$ cat src/rtl/raifes_dm.sv
// raifes_dm: debug module core (0.13 subset).
// Decodes DMI accesses into dmcontrol/dmstatus/hartinfo/abstractcs/command/data0,
// drives halt/resume requests to the single hart and runs abstract GPR accesses.
// Optional: RAIFES_DM_AUTOEXEC_EN adds abstractauto (0x18) with autoexecdata0.
module raifes_dm #(
    parameter logic [31:0] HARTINFO_VAL = 32'h0,
    parameter logic [15:0] GPR_BASE     = 16'h1000
) (
    input  logic        clk,
    input  logic        reset_n,
    input  logic [6:0]  dmi_addr,
    input  logic [31:0] dmi_wdata,
    input  logic        dmi_en,
    input  logic        dmi_wen,
    output logic [31:0] dmi_rdata,
    output logic        dmi_error,
    output logic        dmi_dm_busy,
    output logic        ndmreset,
    output logic        halt_req,
    output logic        resume_req,
    input  logic        hart_halted,
    output logic        dbg_reg_req,
    output logic        dbg_reg_we,
    output logic [4:0]  dbg_reg_addr,
    output logic [31:0] dbg_reg_wdata,
    input  logic [31:0] dbg_reg_rdata,
    input  logic        dbg_reg_ack
);

    localparam logic [6:0] ADDR_DATA0      = 7'h04;
    localparam logic [6:0] ADDR_DMCONTROL  = 7'h10;
    localparam logic [6:0] ADDR_DMSTATUS   = 7'h11;
    localparam logic [6:0] ADDR_HARTINFO   = 7'h12;
    localparam logic [6:0] ADDR_ABSTRACTCS = 7'h16;
    localparam logic [6:0] ADDR_COMMAND    = 7'h17;
`ifdef RAIFES_DM_AUTOEXEC_EN
    localparam logic [6:0] ADDR_ABSTRACTAUTO = 7'h18;
`endif

    localparam logic [2:0] ERR_NONE    = 3'd0;
    localparam logic [2:0] ERR_BUSY    = 3'd1;
    localparam logic [2:0] ERR_UNSUPP  = 3'd2;
    localparam logic [2:0] ERR_HALTRES = 3'd4;

    typedef enum logic [1:0] {CMD_IDLE, CMD_REQ, CMD_DONE} cmd_state_e;

    cmd_state_e  state_q, state_d;
    logic        dmactive_q, dmactive_d;
    logic        haltreq_q, haltreq_d;
    logic        ndmreset_q, ndmreset_d;
    logic        resume_q, resume_d;
    logic        resumeack_q, resumeack_d;
    logic [31:0] data0_q, data0_d;
    logic [2:0]  cmderr_q, cmderr_d;
    logic        cmd_we_q, cmd_we_d;
    logic [4:0]  cmd_regno_q, cmd_regno_d;
    logic [31:0] rdata_q, rdata_d;
    logic        error_q, error_d;
`ifdef RAIFES_DM_AUTOEXEC_EN
    logic        autoexec_q, autoexec_d;
    logic [31:0] cmd_last_q, cmd_last_d;
    logic        auto_hit;
`endif

    logic        busy;
    logic        cmd_go;
    logic [31:0] cmd_word;
    logic [15:0] regno_off;
    logic        regno_ok;
    logic        cmd_bad;
    logic        run_vis;
    logic        halt_vis;
    logic        cmd_unused;

    assign busy = (state_q == CMD_REQ);

    // Source of the command being decoded: a fresh DMI write, or the last
    // accepted command when a data0 access auto-executes it.
`ifdef RAIFES_DM_AUTOEXEC_EN
    assign auto_hit = autoexec_q && dmi_en && (dmi_addr == ADDR_DATA0) && (state_q == CMD_IDLE);
    assign cmd_word = auto_hit ? cmd_last_q : dmi_wdata;
`else
    assign cmd_word = dmi_wdata;
`endif

    // Reserved / aarpostincrement bits are not interpreted.
    assign cmd_unused = cmd_word[23] ^ cmd_word[19];

    // Command legality: access-register only, 32-bit, no postexec, GPRs only.
    assign regno_off = cmd_word[15:0] - GPR_BASE;
    assign regno_ok  = (cmd_word[15:0] >= GPR_BASE) && (regno_off < 16'd32);
    assign cmd_bad   = (cmd_word[31:24] != 8'd0) || (cmd_word[22:20] != 3'd2) ||
                       cmd_word[18] || (cmd_word[17] && !regno_ok);

    // Hart status is only reported while the DM is active.
    assign run_vis  = dmactive_q & ~hart_halted;
    assign halt_vis = dmactive_q & hart_halted;

    // Next-state: DMI decode, resume handshake, command FSM, dmactive reset hold.
    always_comb begin
        state_d     = state_q;
        dmactive_d  = dmactive_q;
        haltreq_d   = haltreq_q;
        ndmreset_d  = ndmreset_q;
        resume_d    = resume_q;
        resumeack_d = resumeack_q;
        data0_d     = data0_q;
        cmderr_d    = cmderr_q;
        cmd_we_d    = cmd_we_q;
        cmd_regno_d = cmd_regno_q;
        rdata_d     = rdata_q;
        error_d     = error_q;
`ifdef RAIFES_DM_AUTOEXEC_EN
        autoexec_d  = autoexec_q;
        cmd_last_d  = cmd_last_q;
`endif
        cmd_go      = 1'b0;

        // Resume completes once the hart is seen running.
        if (resume_q && !hart_halted) begin
            resume_d    = 1'b0;
            resumeack_d = 1'b1;
        end

        if (dmi_en) begin
            error_d = 1'b0;
            if (!dmi_wen) rdata_d = '0;
            case (dmi_addr)
                ADDR_DATA0: begin
                    // Reads while busy still return the old value but flag cmderr.
                    if (!dmi_wen) rdata_d = data0_q;
                    if (busy) begin
                        if (cmderr_q == ERR_NONE) cmderr_d = ERR_BUSY;
                    end else if (dmi_wen) begin
                        data0_d = dmi_wdata;
                    end
                end
                ADDR_DMCONTROL: begin
                    if (dmi_wen) begin
                        dmactive_d = dmi_wdata[0];
                        ndmreset_d = dmi_wdata[1];
                        haltreq_d  = dmi_wdata[31];
                        // A concurrent haltreq wins over resumereq.
                        if (dmi_wdata[30] && !dmi_wdata[31]) begin
                            resume_d    = 1'b1;
                            resumeack_d = 1'b0;
                        end
                    end else begin
                        rdata_d = {haltreq_q, 29'd0, ndmreset_q, dmactive_q};
                    end
                end
                ADDR_DMSTATUS: begin
                    if (!dmi_wen)
                        rdata_d = {14'd0, resumeack_q, resumeack_q, 4'd0,
                                   run_vis, run_vis, halt_vis, halt_vis,
                                   1'b1, 3'd0, 4'd2};
                end
                ADDR_HARTINFO: begin
                    if (!dmi_wen) rdata_d = HARTINFO_VAL;
                end
                ADDR_ABSTRACTCS: begin
                    if (dmi_wen) begin
                        if (busy) begin
                            if (cmderr_q == ERR_NONE) cmderr_d = ERR_BUSY;
                        end else begin
                            cmderr_d = cmderr_q & ~dmi_wdata[10:8];
                        end
                    end else begin
                        rdata_d = {3'd0, 5'd0, 11'd0, busy, 1'b0, cmderr_q, 4'd0, 4'd1};
                    end
                end
                ADDR_COMMAND: begin
                    if (dmi_wen) begin
                        if (busy) begin
                            if (cmderr_q == ERR_NONE) cmderr_d = ERR_BUSY;
                        end else if (state_q == CMD_IDLE) begin
                            cmd_go = 1'b1;
                        end
                    end
                end
`ifdef RAIFES_DM_AUTOEXEC_EN
                ADDR_ABSTRACTAUTO: begin
                    if (dmi_wen) autoexec_d = dmi_wdata[0];
                    else         rdata_d    = {31'd0, autoexec_q};
                end
`endif
                default: error_d = 1'b1;
            endcase
        end

`ifdef RAIFES_DM_AUTOEXEC_EN
        if (auto_hit) cmd_go = 1'b1;
`endif

        // Command acceptance; a sticky cmderr blocks new commands.
        if (cmd_go && (cmderr_q == ERR_NONE)) begin
            cmd_we_d    = cmd_word[16];
            cmd_regno_d = cmd_word[4:0];
`ifdef RAIFES_DM_AUTOEXEC_EN
            cmd_last_d  = cmd_word;
`endif
            if (cmd_bad)           cmderr_d = ERR_UNSUPP;
            else if (!hart_halted) cmderr_d = ERR_HALTRES;
            else if (cmd_word[17]) state_d  = CMD_REQ;
        end

        // Register bus handshake; ack capture overrides any DMI data0 update.
        case (state_q)
            CMD_REQ: begin
                if (dbg_reg_ack) begin
                    if (!cmd_we_q) data0_d = dbg_reg_rdata;
                    state_d = CMD_DONE;
                end
            end
            CMD_DONE: state_d = CMD_IDLE;
            default:  ;
        endcase

        // Inactive DM: everything but dmactive is held in reset, aborting commands.
        if (!dmactive_d) begin
            state_d     = CMD_IDLE;
            haltreq_d   = 1'b0;
            ndmreset_d  = 1'b0;
            resume_d    = 1'b0;
            resumeack_d = 1'b0;
            data0_d     = '0;
            cmderr_d    = ERR_NONE;
            cmd_we_d    = 1'b0;
            cmd_regno_d = '0;
`ifdef RAIFES_DM_AUTOEXEC_EN
            autoexec_d  = 1'b0;
            cmd_last_d  = '0;
`endif
        end
    end

    // State registers.
    always_ff @(posedge clk or negedge reset_n) begin
        if (!reset_n) begin
            state_q     <= CMD_IDLE;
            dmactive_q  <= 1'b0;
            haltreq_q   <= 1'b0;
            ndmreset_q  <= 1'b0;
            resume_q    <= 1'b0;
            resumeack_q <= 1'b0;
            data0_q     <= '0;
            cmderr_q    <= ERR_NONE;
            cmd_we_q    <= 1'b0;
            cmd_regno_q <= '0;
            rdata_q     <= '0;
            error_q     <= 1'b0;
`ifdef RAIFES_DM_AUTOEXEC_EN
            autoexec_q  <= 1'b0;
            cmd_last_q  <= '0;
`endif
        end else begin
            state_q     <= state_d;
            dmactive_q  <= dmactive_d;
            haltreq_q   <= haltreq_d;
            ndmreset_q  <= ndmreset_d;
            resume_q    <= resume_d;
            resumeack_q <= resumeack_d;
            data0_q     <= data0_d;
            cmderr_q    <= cmderr_d;
            cmd_we_q    <= cmd_we_d;
            cmd_regno_q <= cmd_regno_d;
            rdata_q     <= rdata_d;
            error_q     <= error_d;
`ifdef RAIFES_DM_AUTOEXEC_EN
            autoexec_q  <= autoexec_d;
            cmd_last_q  <= cmd_last_d;
`endif
        end
    end

    assign dmi_rdata     = rdata_q;
    assign dmi_error     = error_q;
    assign dmi_dm_busy   = busy;
    assign ndmreset      = ndmreset_q;
    assign halt_req      = haltreq_q & dmactive_q;
    assign resume_req    = resume_q;
    assign dbg_reg_req   = busy;
    assign dbg_reg_we    = busy & cmd_we_q;
    assign dbg_reg_addr  = cmd_regno_q;
    assign dbg_reg_wdata = data0_q;

endmodule

$ cat config.mk
export PLATFORM = sky130hd
export DESIGN_NAME = raifes_dm
export DESIGN_NICKNAME = d
export VERILOG_FILES = /design/src/rtl/raifes_dm.sv
export SDC_FILE = /design/constraint.sdc
export NUM_CORES = 1
export LEC_CHECK = 0
export CAP_MARGIN = 5
export CORE_AREA = 10 10 88 148
export CTS_CLUSTER_SIZE = 40
export DETAILED_ROUTE_END_ITERATION = 6
export DIE_AREA = 0 0 98 158
export GPL_ROUTABILITY_DRIVEN = 1
export GPL_TIMING_DRIVEN = 0
export MAX_ROUTING_LAYER = met4
export PLACE_DENSITY = 0.76
export SETUP_SLACK_MARGIN = 0.5
export SKIP_CTS_REPAIR_TIMING = 1
export SLEW_MARGIN = 15
export SYNTH_ARGS = -nofsm -noshare
export SYNTH_HDL_FRONTEND = slang
export SYNTH_SLANG_ARGS = --single-unit
$ cat constraint.sdc
create_clock -name clk -period 2 [get_ports clk]
set_clock_uncertainty 0.15 [all_clocks]
set_input_delay 0.4 -clock clk [delete_from_list [all_inputs] [get_ports clk]]
set_output_delay 0.4 -clock clk [all_outputs]
set_load 0.02 [all_outputs]
==> run_results.csv <==
group,metric,value,unit
power,power.density,527,mW/mm^2
synth,synth_top_area_share,47.8,%
synth,yosys_most_used_dff,"dfrtp_1",
synth,yosysWarnings,0,
clock_tree,worstSkewPairLatency,0.34,ns
sta,tightest_slew,0.579,ns
worst_setup_path,cp-end-kind,"flop",
finish,seq_area,0.00203,sq mm
clock_tree,root_buffer,"clkbuf_16",
synth,synth_compound_area_share,19.9,%
global_route,grt_util_all_layers,20.0,%
clock_tree,cts_buffers,9,
run,drv_cap,0,
synth,ys_seq_elements,81,
sta,slew_headroom,60.9,%
finish,syn_to_final_growth,63.2,%
route,post-route-drc-count,0,
worst_setup_path,r2r_slack,-0.11,ns
clock_tree,cts_tree,"built",
sta,rsz0062_at_grt,"yes",
placed_design,gp_congestion,0.866,
placed_design,placed_area,0.00606,sq mm
clock_tree,clockBufferDepth,2,
synth,synth_top_family_by_area,"compound AO/OA/AOI/OAI gates",
synth,synth.area.top_cells,"dfrtp_1 48%, a211oi_2 9.4%, mux2i_1 7.8%, nand2_1 6.0%, nor2_1 3.7%",
synth,synth-xor-area-share,0.206,%
synth,synth_edf_count,0,
sta,hold_violations,0,
synth,syn_area,0.00424,sq mm
worst_setup_path,r2r-start,"state_q[1]",
power,irDropWorstVdd,442,uV
synth,seq_area_frac_synth,47.8,%
worst_setup_path,r2r_cells,8,
power,power_leakage,3.06,nW
synth,ys_types,54,
finish,layout_commonest_cell,"dfrtp_1",
finish,multi_input_area,0.00242,sq mm
power,comb_power_share,13.3,%
synth,syn_inst,421,
worst_setup_path,endpoint,"cmderr_q[0]",
placed_design,port_buffers,148,
power,p_clk_share,41.1,%
power,swShare,25.5,%
floorplan,die-area,0.0155,sq mm
route,detail_route.first_pass.iterations,4,
sta,clock.fmax,464,MHz
route,wl,17.9,mm
global_route,grt_antenna_before_repair,1,
worst_setup_path,r2r-end,"dbg_reg_wdata[8]",
synth,synthMuxAreaShare,7.79,%
power,p_total,3.65,mW
floorplan,rows,50,
outcome,outcome,"finished with violations",
route,num_vias,4358,
finish,final_area,0.00693,sq mm
floorplan,core_area,0.0106,sq mm
sta,setup_ws,-0.155,ns
sta,finalSetupViolations,35,
power,pwr-share-seq,45.6,%
sta,period_share,108,%
finish,final_cell_mix,"79 x dfrtp_1, 65 x clkbuf_2, 65 x clkdlybuf4s50_1",
floorplan,ios,153,
finish,final_util,65.5,%
outcome,violations,"setup timing",
global_route,first_global_vias,4287,
worst_setup_path,arrival,2.21,ns
global_route,globalRoute.totalOverflow,0,
worst_setup_path,critPathLaunchType,"primary input",
route,detail-route-antenna-nets,0,
worst_setup_path,crit_path_start,"dmi_wdata[25]",
sta,fin_crit,2.16,ns
global_route,grt_pass1_wl,23.6,mm
route,drt_iter0_drc,248,
synth,syn-num-nets,500,
route,post_drt_wl_per_cell,23.4,um
synth,async_reset_ff_share,100,%
sta,setup_tns,-1.58,ns
power,p_int,2.72,mW
synth,syn_area_per_cell,10.1,sq um
finish,drive_above_1_share,44.2,%
worst_setup_path,cp_max_fo,3,
sta,slew_viol_final,0,
synth,yosysTopAreaCell,"dfrtp_1",
worst_setup_path,crit_required,2.06,ns
clock_tree,clock_sink_count,81,
worst_setup_path,path_class,"in2reg",
floorplan,initial_utilization,40.1,%
synth,yosys.area_share.simple,19.1,%
synth,yosys.area_share.adder,0.590,%
global_route,grt_start_max_net_pins,52,
clock_tree,clk_pin_slew,0.06,ns
power,power_switching,0.931,mW
finish,fillerInstances,818,
route,via_per_inst,5.70,
finish,final_nets,707,
placed_design,hpwl,12.6,mm
hold_path,hold_path_class,"in2reg",
floorplan,die_w,98,um
clock_tree,h-tree-depth,3,
floorplan,die_h,158,um
[flip-flops by register name, summed over array words and instances, names as in the netlist, 2 cells and up]
signal / count
dbg_reg_wdata: 32
dmi_rdata: 32
dbg_reg_addr: 5
cmderr_q: 3
state_q: 2
[cell families after synthesis]
family          after synthesis
xor+xnor                      1
compound gates              103
fa+ha+maj                     2
flops                        81
simple gates                161
mux                          33
buf+inv                      40
[how the worst min path moves through the flow]
stage / startpoint / to / slack, ns / cells after the start
2_1_floorplan: reset_n / cmd_we_q / -0.05 / 0
3_3_place_gp: dmi_rdata[21] / dmi_rdata[21] / 0.31 / 2
3_5_place_dp: reset_n / dmi_rdata[8] / 0.22 / 1
4_1_cts: reset_n / dmi_rdata[11] / -0.14 / 1
5_1_grt: dmi_en / dmi_error / 0.27 / 2
6_report: dmi_en / dmi_error / 0.27 / 2
[final cells by class]
type,count,share of cell area [%]
diodes,1,0.0361
inverters,9,0.488
clock inverters,6,0.506
well taps,130,2.35
plain buffers,31,4.30
flip-flops and latches,81,29.3
multi-input cells,300,35.0
clock buffers,10,3.31
repair buffers,196,24.7
[critical path: stages]
cell and delay [ns]:
clkdlybuf4s50_1 0.47, nor4_1 0.41, nand3_1 0.14, buf_4 0.20, o21a_1 0.23, nor4_1 0.36
[power by group through the flow]
stage	logic (mW)	registers (mW)	clock network (mW)
after floorplan	0.124	1.70	0
after global placement	0.402	1.69	0
after detailed placement	0.414	1.69	0
after CTS	0.415	1.66	1.50
after global routing	0.508	1.66	1.57
final	0.487	1.66	1.50
[synthesized netlist by cell type (2+ instances only)]
| library cell | n |
|---|---|
| a211oi_1 | 3 |
| a211oi_2 | 32 |
| a21oi_1 | 13 |
| a221o_1 | 4 |
| a221oi_1 | 3 |
| a22o_1 | 5 |
| a31oi_1 | 3 |
| buf_2 | 8 |
| buf_8 | 3 |
| clkbuf_1 | 18 |
| dfrtp_1 | 81 |
| ha_1 | 2 |
| inv_1 | 8 |
| mux2i_1 | 33 |
| nand2_1 | 68 |
| nand2b_1 | 4 |
| nand3_1 | 5 |
| nand3b_1 | 3 |
| nor2_1 | 42 |
| nor2b_1 | 3 |
| nor3_1 | 5 |
| nor4_1 | 6 |
| nor4_2 | 2 |
| nor4b_1 | 3 |
| o211a_1 | 2 |
| o21ai_0 | 30 |
| o21ai_1 | 2 |
| or2_2 | 3 |
| or4_1 | 2 |
[through the flow]
stage                     setup WS, ns  hold slack [ns]  cells
final                           -0.155            0.266    764
after global routing            -0.192            0.266    764
after CTS                       -0.621           -0.144    716
after detailed placement        -0.984            0.216    700
after global placement           -2.53            0.313    699
after floorplan                 -0.205          -0.0456    421
[layer usage]
layer	up-vias	routed length, um	GRT usage [%]
li1	1920	-	-
met1	2184	6280	19.2
met2	202	10000	36.8
met3	52	787	3.10
met4	0	788	11.6
met5	-	0	-
Note: power is estimated with default switching activity, not from simulation.
